===== src/rtl/ram_sdp_clr.sv =====
// ram_sdp_clr: simple-dual-port RAM with registered write-first read and a post-reset clear sweep
module ram_sdp_clr #(
    parameter int                DATA_W    = 8,
    parameter int                ADDR_W    = 5,
    parameter int                DEPTH     = 32,
    parameter logic [DATA_W-1:0] CLEAR_VAL = '0
) (
    input  logic              clk,
    input  logic              rst,
    input  logic              wena,
    input  logic [ADDR_W-1:0] waddr,
    input  logic [DATA_W-1:0] wdata,
    input  logic              ren,
    input  logic [ADDR_W-1:0] raddr,
    output logic [DATA_W-1:0] rdata,
    output logic              rvalid,
    output logic              busy
);
    typedef enum logic {CLEAR, RUN} state_t;
    localparam logic [ADDR_W:0] DEPTH_P = (ADDR_W+1)'(DEPTH);
    localparam logic [ADDR_W:0] LAST    = (ADDR_W+1)'(DEPTH - 1);
    state_t            r_state;
    state_t            w_state_nxt;
    logic [ADDR_W:0]   r_ptr;
    logic [ADDR_W:0]   w_ptr_nxt;
    logic              r_busy;
    logic [DATA_W-1:0] r_rdata;
    logic              r_rvalid;
    logic [DATA_W-1:0] r_mem [DEPTH];
    logic              w_clr;
    logic              w_waddr_ok;
    logic              w_raddr_ok;
    logic              w_mem_we;
    logic [ADDR_W-1:0] w_mem_addr;
    logic [DATA_W-1:0] w_mem_data;
    logic              w_rd;
    logic [DATA_W-1:0] w_rdata_nxt;
    assign rdata  = r_rdata;
    assign rvalid = r_rvalid;
    assign busy   = r_busy;
    // next state, sweep pointer, and the shared write-port / read-data selection
    always_comb begin
        w_clr       = r_state == CLEAR;
        w_state_nxt = (w_clr && r_ptr != LAST) ? CLEAR : RUN;
        w_ptr_nxt   = w_clr ? r_ptr + (ADDR_W+1)'(1) : r_ptr;
        w_waddr_ok  = {1'b0, waddr} < DEPTH_P;
        w_raddr_ok  = {1'b0, raddr} < DEPTH_P;
        w_mem_we    = w_clr || (wena && w_waddr_ok);
        w_mem_addr  = w_clr ? r_ptr[ADDR_W-1:0] : waddr;
        w_mem_data  = w_clr ? CLEAR_VAL : wdata;
        w_rd        = !w_clr && ren;
        w_rdata_nxt = !w_raddr_ok ? CLEAR_VAL : (wena && waddr == raddr) ? wdata : r_mem[raddr];
    end
    // sweep FSM register; busy is registered so it mirrors the upcoming state
    always_ff @(posedge clk) begin
        if (rst) begin
            r_state <= CLEAR;
            r_ptr   <= '0;
            r_busy  <= 1'b1;
        end else begin
            r_state <= w_state_nxt;
            r_ptr   <= w_ptr_nxt;
            r_busy  <= w_state_nxt == CLEAR;
        end
    end
    // registered read port; rdata only moves on an accepted read
    always_ff @(posedge clk) begin
        if (rst) begin
            r_rdata  <= '0;
            r_rvalid <= 1'b0;
        end else begin
            r_rvalid <= w_rd;
            if (w_rd) r_rdata <= w_rdata_nxt;
        end
    end
    // storage write port, shared by the clear sweep and user writes
    always_ff @(posedge clk) begin
        if (!rst && w_mem_we) r_mem[w_mem_addr] <= w_mem_data;
    end
endmodule

===== config.mk =====
export PLATFORM = sky130hd
export DESIGN_NAME = ram_sdp_clr
export DESIGN_NICKNAME = d
export VERILOG_FILES = /design/src/rtl/ram_sdp_clr.sv
export SDC_FILE = /design/constraint.sdc
export NUM_CORES = 1
export LEC_CHECK = 0
export CAP_MARGIN = 30
export CORE_MARGIN = 4
export CORE_UTILIZATION = 32
export CTS_BUF_LIST = sky130_fd_sc_hd__clkbuf_8
export CTS_CLUSTER_SIZE = 10
export DETAILED_ROUTE_END_ITERATION = 16
export GPL_TIMING_DRIVEN = 0
export PLACE_DENSITY = 0.51
export SYNTH_ARGS = -nofsm -noshare
export SYNTH_HDL_FRONTEND = slang
export SYNTH_SLANG_ARGS = --single-unit

===== constraint.sdc =====
create_clock -name clk -period 4.6 [get_ports clk]
set_clock_uncertainty 0.1 [all_clocks]
set_input_delay 0.92 -clock clk [delete_from_list [all_inputs] [get_ports clk]]
set_output_delay 0.92 -clock clk [all_outputs]
set_load 0.03 [all_outputs]

# --- Word-level counts from Yosys, hierarchy flattened ---
# Memory sizes are Yosys's and may differ from the RTL's. A register that Yosys moved wholly into a read port is not among the register bits.
# Cells that the tools add are included.
word_totals:
  memories: 1
  wordCells: 18
  ramBits: 256
  output_inout_bits: 10
  inputBits: 22
  ff_bits: 9
classes:
  n_mux: 5
  eq_ne: 1
  bitwise: 1
  add_sub_neg: 1
  reduce_logical: 5
mem_list:
  columns: ["memory", "depth", "word_bits", "rd", "rd_clocked_by_memory_dff", "wr", "line", "source"]
  rows:
  - ["r_mem", 32, 8, 1, 1, 1, "29", "logic [DATA_W-1:0] r_mem [DEPTH];"]
op_table:
  columns: ["operator", "count"]
  rows:
  - ["$mux 8", 1]
  - ["$add 6x1->6 const B", 1]
  - ["$ne 6x5->1 const B", 1]
  - ["$mux 5", 1]
  - ["$logic_and 1x1->1", 3]
  - ["$mux 1", 3]
  - ["$logic_not 1->1", 1]
  - ["$logic_or 1x1->1", 1]
  - ["$not 1->1", 1]

# --- Logic depth before layout (Yosys ltp) ---
# Gate-level depths: netlist of run 1.
depth:
  ltp_word: 5
  mapped_depth: 8
  depth_no_buf: 6

# --- Worst setup path after synthesis of run 1 ---
# Ideal clock, no wire load.
synth_path:
  path_kind: "input to register"
  start: "input port raddr[0]"
  end: "register r_rdata[4] (netlist: rdata[4]), read port of r_mem"
  setup_ps: 141
  path_buffers: 2
  path_stages: 7
  setup_slack_ps: 2058
  required_ps: 4359
  arrival_ps: 2301
  path_cell_list: "buf_2 > buf_4 > mux4_2 > a32oi_1 > o41ai_1 > a221oi_1 > a31oi_1"
synth_rtl:
  columns: ["item", "line", "source"]
  rows:
  - ["from (decl)", "14", "input logic [ADDR_W-1:0] raddr,"]
  - ["to (decl)", "27", "logic [DATA_W-1:0] r_rdata;"]

==> run metrics, run 1 <==
status finished, final reports clean; startpoint types primary input; FMAX between 0.3 and 0.4 GHz; Post-Synthesis Net Count 653; Setup CP Type primary input to register; worst-margin pin slew 0.953 ns; Slowest-stage cell, CP clkdlybuf4s50_1; GR Overflow Total 0; R2R Path Start r_state$_SDFF_PP0_; Final Hold Fails 0; Sw Ratio 0.227; Hold EP r_ptr[5]$_SDFFE_PP0N_; most common cell after layout, fill and taps aside edfxtp_1; setup TNS 0 ns; fraction of layout cells with a size suffix above 1 0.198; Slowest Stage Delay on Critical Path 0.62 ns; # setup viols final 0; Placed Area between 0.01 and 0.015 mm2; Post-synth EDFFs approximately 260; CTS HTree Levels 2; Max IR drop VDD roughly 190 uV; power per cell area approximately 380 mW/mm2; sequential group share of total power 0.560; sequential share of the synthesized area 0.730; Final #Nets 734; placed cell count between 1,000 and 1,500; Crit path required time 4.92 ns; Period minus WS final between 2 and 3 ns; Initial Utilization 0.326; Synth Cell Area around 0.011 mm2; first-pass GRT wire length 41.7 mm; reg2reg path depth 5; NetSw between 1000 and 1500 uW; hold path start r_ptr[5]$_SDFFE_PP0N_; Netlist cell types 43; Worst-path clk slew 0.06 ns; core area between 0.03 and 0.04 mm2; P&R area growth vs syn 16.1%; RSZ-0062 raised after global routing no; GRT Util Overall 0.150; crit-path max FO 10; Routed Antenna Nets 0; antenna violations before repair 0; Buffers on Ports 26; clock buffer depth 3; Via density roughly 5.2; r2r setup slk roughly 1.9 ns; clk_lat worst skew 0.56 ns; DR pass1 iterations 5; Max Cap Viol 0; Crit path max-delay family buffers and inverters; Synth Register Bits approximately 270; row cnt 67; Final period util 0.644; YS warnings 0; P_int around 3700 uW; Die H ~190 um; Arrival @ worst endpoint 3.28 ns; finished layout cell area 0.0128 mm2; Fin Hold WS approximately 0.40 ns; Sink Count around 270; combinational share of power 0.052; final weighted congestion in routability-driven placement roughly 0.82; Avg Inst Size Synth around 17 um2; largest net degree at the start of global routing 25; post-detail-place hpwl between 15 and 20 mm; cts hold-fix bufs 0; worst reg2reg endpoint r_mem[12][5]$_DFFE_PP_; post-CTS setup buffers 0; drt total wl between 20 and 30 mm; DRC Markers 0; Gate Count Post-Synth 630; post-synth top area share 0.699; hold depth 2; ANT cells 0; total CTS buffers 45; Worst Setup End Kind register; initial DRC count between 500 and 600; WL/cell about 24 um; Post-synth ARST share 0; CTS tree yes; final core occ 0.379; most frequent cells in the layout edfxtp_1, nor2_1, clkbuf_8; Leak roughly 0.0039 uW; dominant cells by area after synthesis edfxtp_1, mux4_2, dfxtp_1; Top FF cell, synth edfxtp_1; CP cell instances clkdlybuf4s50_1 -> buf_1 -> mux4_2 -> a32o_1 -> a211oi_1 -> a21oi_1; number of global-route vias before repair ~6,300; leading area contributor after synthesis edfxtp_1; CP Buf/Inv Count 2; Root Buffer clkbuf_8; worst hold-check path type register to register; Clk pwr share 0.387; area of the die roughly 0.037 mm2; I/O Pins 32; Die X about 190 um; relative slew slack 0.365; post-route insts no fill 1,192; total vias in the final route 6,168; CTS resizes 0; count of pins over their slew limit 0
==> metrics by stage <==
| stage | setup slack, ns | total power, uW |
|---|---|---|
| finish | 1.64 | 4820 |
| global route | 1.53 | 5000 |
| CTS | 1.65 | 4860 |
| detailed placement | 1.07 | 3010 |
| global placement | 1.12 | 3010 |
| floorplan | 2.06 | 2910 |
==> power groups by stage <==
| stage | Combinational, uW | Sequential [uW] | Clock (uW) |
|---|---|---|---|
| after floorplan | 155 | 2750 | 0 |
| after global placement | 253 | 2750 | 0 |
| after detailed placement | 254 | 2750 | 0 |
| after CTS | 255 | 2700 | 1910 |
| after global routing | 269 | 2700 | 2030 |
| final | 253 | 2700 | 1870 |
==> cell type report <==
cell class              count  area [um2]
well taps                 448         561
multi-input cells         319        2740
inverters                   3        11.3
flip-flops and latches    273        8030
plain buffers              35         209
repair buffers             34         430
clock inverters            34         149
fillers                  3112       20900
clock buffers              46         633
==> synth_stat cells, types with 4 or more instances <==
master	number
edfxtp_1	256
nor2_1	74
mux4_2	43
a211oi_1	30
nor2b_1	27
nand2_1	18
dfxtp_1	17
mux2_2	15
buf_2	11
mux2i_1	11
and2_1	9
buf_4	9
clkbuf_1	8
o22ai_1	8
o31ai_1	8
nor4_1	7
a31oi_1	6
nand3_1	6
a22oi_1	5
nand2b_1	5
xnor2_1	5
xor2_1	5
a21oi_1	4
a22o_1	4
buf_6	4
==> worst max path at each step <==
stage	start	endpoint	depth (start not counted)
3_5_place_dp	waddr[0]	r_mem[12][4]$_DFFE_PP_	5
3_3_place_gp	raddr[4]	rdata[1]$_SDFFE_PP0P_	7
4_1_cts	waddr[0]	r_mem[12][4]$_DFFE_PP_	5
6_report	raddr[4]	rdata[3]$_SDFFE_PP0P_	6
2_1_floorplan	raddr[0]	rdata[4]$_SDFFE_PP0P_	7
5_1_grt	raddr[4]	rdata[1]$_SDFFE_PP0P_	7
==> registers in the layout, indices dropped and copies added, names as in the netlist <==
register	count
rdata	8
r_mem	256
busy	1
r_state	1
rvalid	1
r_ptr	6
==> worst reg2reg max path: cells and delay by family, from the launching register on <==
| kind | cells | cell delay, ns |
|---|---|---|
| buffers and inverters | 1 | 0.16 |
| and+or+nand+nor | 3 | 1.39 |
| muxes | 1 | 0.36 |
| DFF | 1 | 0.33 |
==> logic make-up (layout without fill, tap and decap cells) <==
logic type                 count (synthesis)  in the layout  synth area share
adders and majority gates                  1              1           0.00114
buffers and inverters                     38            152            0.0200
and+or+nand+nor                          157            157            0.0682
AOI/OAI and AO/OA                         79             79            0.0526
DFF                                      273            273             0.730
muxes                                     72             72             0.120
xor gates and xnor gates                  10             10           0.00797
==> per-layer routing <==
| metal | vias to the layer above | track usage | share of wire |
|---|---|---|---|
| met5 | - | 0 | 0 |
| met4 | 0 | 0.0561 | 0.035 |
| met3 | 59 | 0.0384 | 0.071 |
| met2 | 221 | 0.240 | 0.48 |
| met1 | 3213 | 0.198 | 0.42 |
| li1 | 2675 | - | - |
Power figures use the tool's default switching activity.
==> inputs of run 2 (changes only) <==
==> constraint.sdc (replaced) <==
create_clock -name clk -period 3 [get_ports clk]
set_clock_uncertainty 0.1 [all_clocks]
set_input_delay 0.6 -clock clk [delete_from_list [all_inputs] [get_ports clk]]
set_output_delay 0.6 -clock clk [all_outputs]
set_load 0.03 [all_outputs]
==> results of run 2 <==
The final DEF is identical to that of run 1. Status: finished, final reports clean.
Among the figures that moved: setup slack after placement 1.07 ns -> -0.212 ns; setup slack after layout 1.64 ns -> 0.286 ns; start point of the critical path raddr[4] -> r_state$_SDFF_PP0_; end point of the critical path rdata[3]$_SDFFE_PP0P_ -> r_mem[12][5]$_DFFE_PP_; register-to-register setup slack 1.89 ns -> 0.29 ns; total power 4820 uW -> 7400 uW; worst IR drop on VDD 188 uV -> 288 uV
==> inputs of run 3 (changes only) <==
--- a/config.mk
+++ b/config.mk
@@ -6,7 +6,7 @@
 export NUM_CORES = 1
 export LEC_CHECK = 0
 export CAP_MARGIN = 30
-export CORE_MARGIN = 4
+export CORE_MARGIN = 3
 export CORE_UTILIZATION = 32
 export CTS_BUF_LIST = sky130_fd_sc_hd__clkbuf_8
 export CTS_CLUSTER_SIZE = 10
==> run 3 against run 2 <==
  * Hold slack lost 0.012 ns
  * Global-route usage is 0.91 points higher
  * Wire length fell by 0.49%
  * Sequential share of layout area is 0.056 points lower
  * Via count fell by 0.19%
  * Largest cell class unchanged
  * Non-clock buffer count did not move
==> run metrics, run 3 (synthesis results as in run 1) <==
relative slew slack 0.374; Worst Setup End Kind register; power per cell area around 580 mW/mm2; GRT Util Overall 0.159; status finished, final reports clean; CTS tree yes; count of pins over their slew limit 0; Sink Count 273; Via density approximately 5.2; # setup viols final 0; Arrival @ worst endpoint roughly 3.0 ns; crit-path max FO 10; initial DRC count roughly 620; Die X around 190 um; RSZ-0062 raised after global routing no; placed cell count roughly 1,100; Root Buffer clkbuf_8; Setup CP Type primary input to register; DR pass1 iterations 5; finished layout cell area 0.0128 mm2; post-detail-place hpwl 19.5 mm; startpoint types primary input; R2R Path Start r_state$_SDFF_PP0_; hold depth 2; Slowest Stage Delay on Critical Path ~0.60 ns; total vias in the final route 6,156; Fin Hold WS between 0.3 and 0.4 ns; Final period util 0.894; Slowest-stage cell, CP clkdlybuf4s50_1; DRC Markers 0; post-CTS setup buffers 0; most common cell after layout, fill and taps aside edfxtp_1; WL/cell 24.0 um; worst-margin pin slew 0.936 ns; P&R area growth vs syn 16.2%; CTS HTree Levels 2; Placed Area between 0.01 and 0.015 mm2; largest net degree at the start of global routing 33; Hold EP r_ptr[5]$_SDFFE_PP0N_; antenna violations before repair 0; Period minus WS final 2.68 ns; FMAX 0.373 GHz; register bank with the most flops r_mem; Die H ~190 um; fraction of layout cells with a size suffix above 1 0.197; CTS resizes 0; drt total wl roughly 29 mm; Worst-path clk slew 0.06 ns; cts hold-fix bufs 0; first-pass GRT wire length between 40 and 50 mm; Final Hold Fails 0; Initial Utilization 0.326; row cnt 67; Final #Nets approximately 730; reg2reg path depth 5; Routed Antenna Nets 0; final core occ 0.379; most frequent cells in the layout edfxtp_1, nor2_1, clkbuf_8; Leak roughly 0.004 uW; Buffers on Ports 26; number of global-route vias before repair between 6,000 and 7,000; ANT cells 0; area of the die 0.0366 mm2; CP cell instances clkdlybuf4s50_1 -> buf_1 -> mux4_2 -> a32o_1 -> a211oi_1 -> a21oi_1; Crit path required time ~3.3 ns; total CTS buffers between 40 and 50; worst hold-check path type register to register; final weighted congestion in routability-driven placement roughly 0.85; GR Overflow Total 0; I/O Pins 32; clk_lat worst skew 0.55 ns; Max IR drop VDD 231 uV; max reg flops between 200 and 300; hold path start r_ptr[5]$_SDFFE_PP0N_; post-route insts no fill 1,189; setup TNS 0 ns; Max Cap Viol 0; core area ~0.034 mm2; clock buffer depth 3; worst reg2reg endpoint r_mem[4][0]$_DFFE_PP_; r2r setup slk approximately 0.35 ns
## run 3: critical path: cells and delay by family
family	cells	cell delay, ns
compound gates	3	0.83
buf+inv	2	1.11
mux	1	0.43
## run 3: cell type report
class                      count  area (um2)
buffer                        35         209
timing repair buffer          34         455
tap                          448         561
clock buffer                  46         633
sequential                   273        8030
clock inverter                31         135
fill                        3122       20900
inverter                       3        11.3
multi-input combinational    319        2740
## run 3: report_power, final
group	switching, uW	internal [uW]	leakage, uW
sequential	10.3	4130	0.00237
clock	1400	1420	0.000459
combinational	239	151	0.00112
## run 3: metrics by stage
stage                     power, uW  worst slack, ns
after floorplan                4460            0.778
after global routing           7640            0.204
after global placement         4610           -0.259
after CTS                      7420            0.312
final                          7350            0.319
after detailed placement       4610           -0.258
## run 3: how the worst max path moves through the flow
stage	start	endpoint	cells after the start
6_report	raddr[4]	rdata[3]$_SDFFE_PP0P_	6
3_3_place_gp	raddr[4]	rdata[3]$_SDFFE_PP0P_	6
3_5_place_dp	raddr[4]	rdata[3]$_SDFFE_PP0P_	6
5_1_grt	r_state$_SDFF_PP0_	r_mem[7][0]$_DFFE_PP_	6
2_1_floorplan	raddr[0]	rdata[4]$_SDFFE_PP0P_	7
4_1_cts	raddr[4]	rdata[3]$_SDFFE_PP0P_	6
## run 3: per-layer routing
layer,track usage,share of wire
met1,0.218,0.44
met2,0.254,0.48
met3,0.0332,0.061
met4,0.0502,0.028
met5,0,0
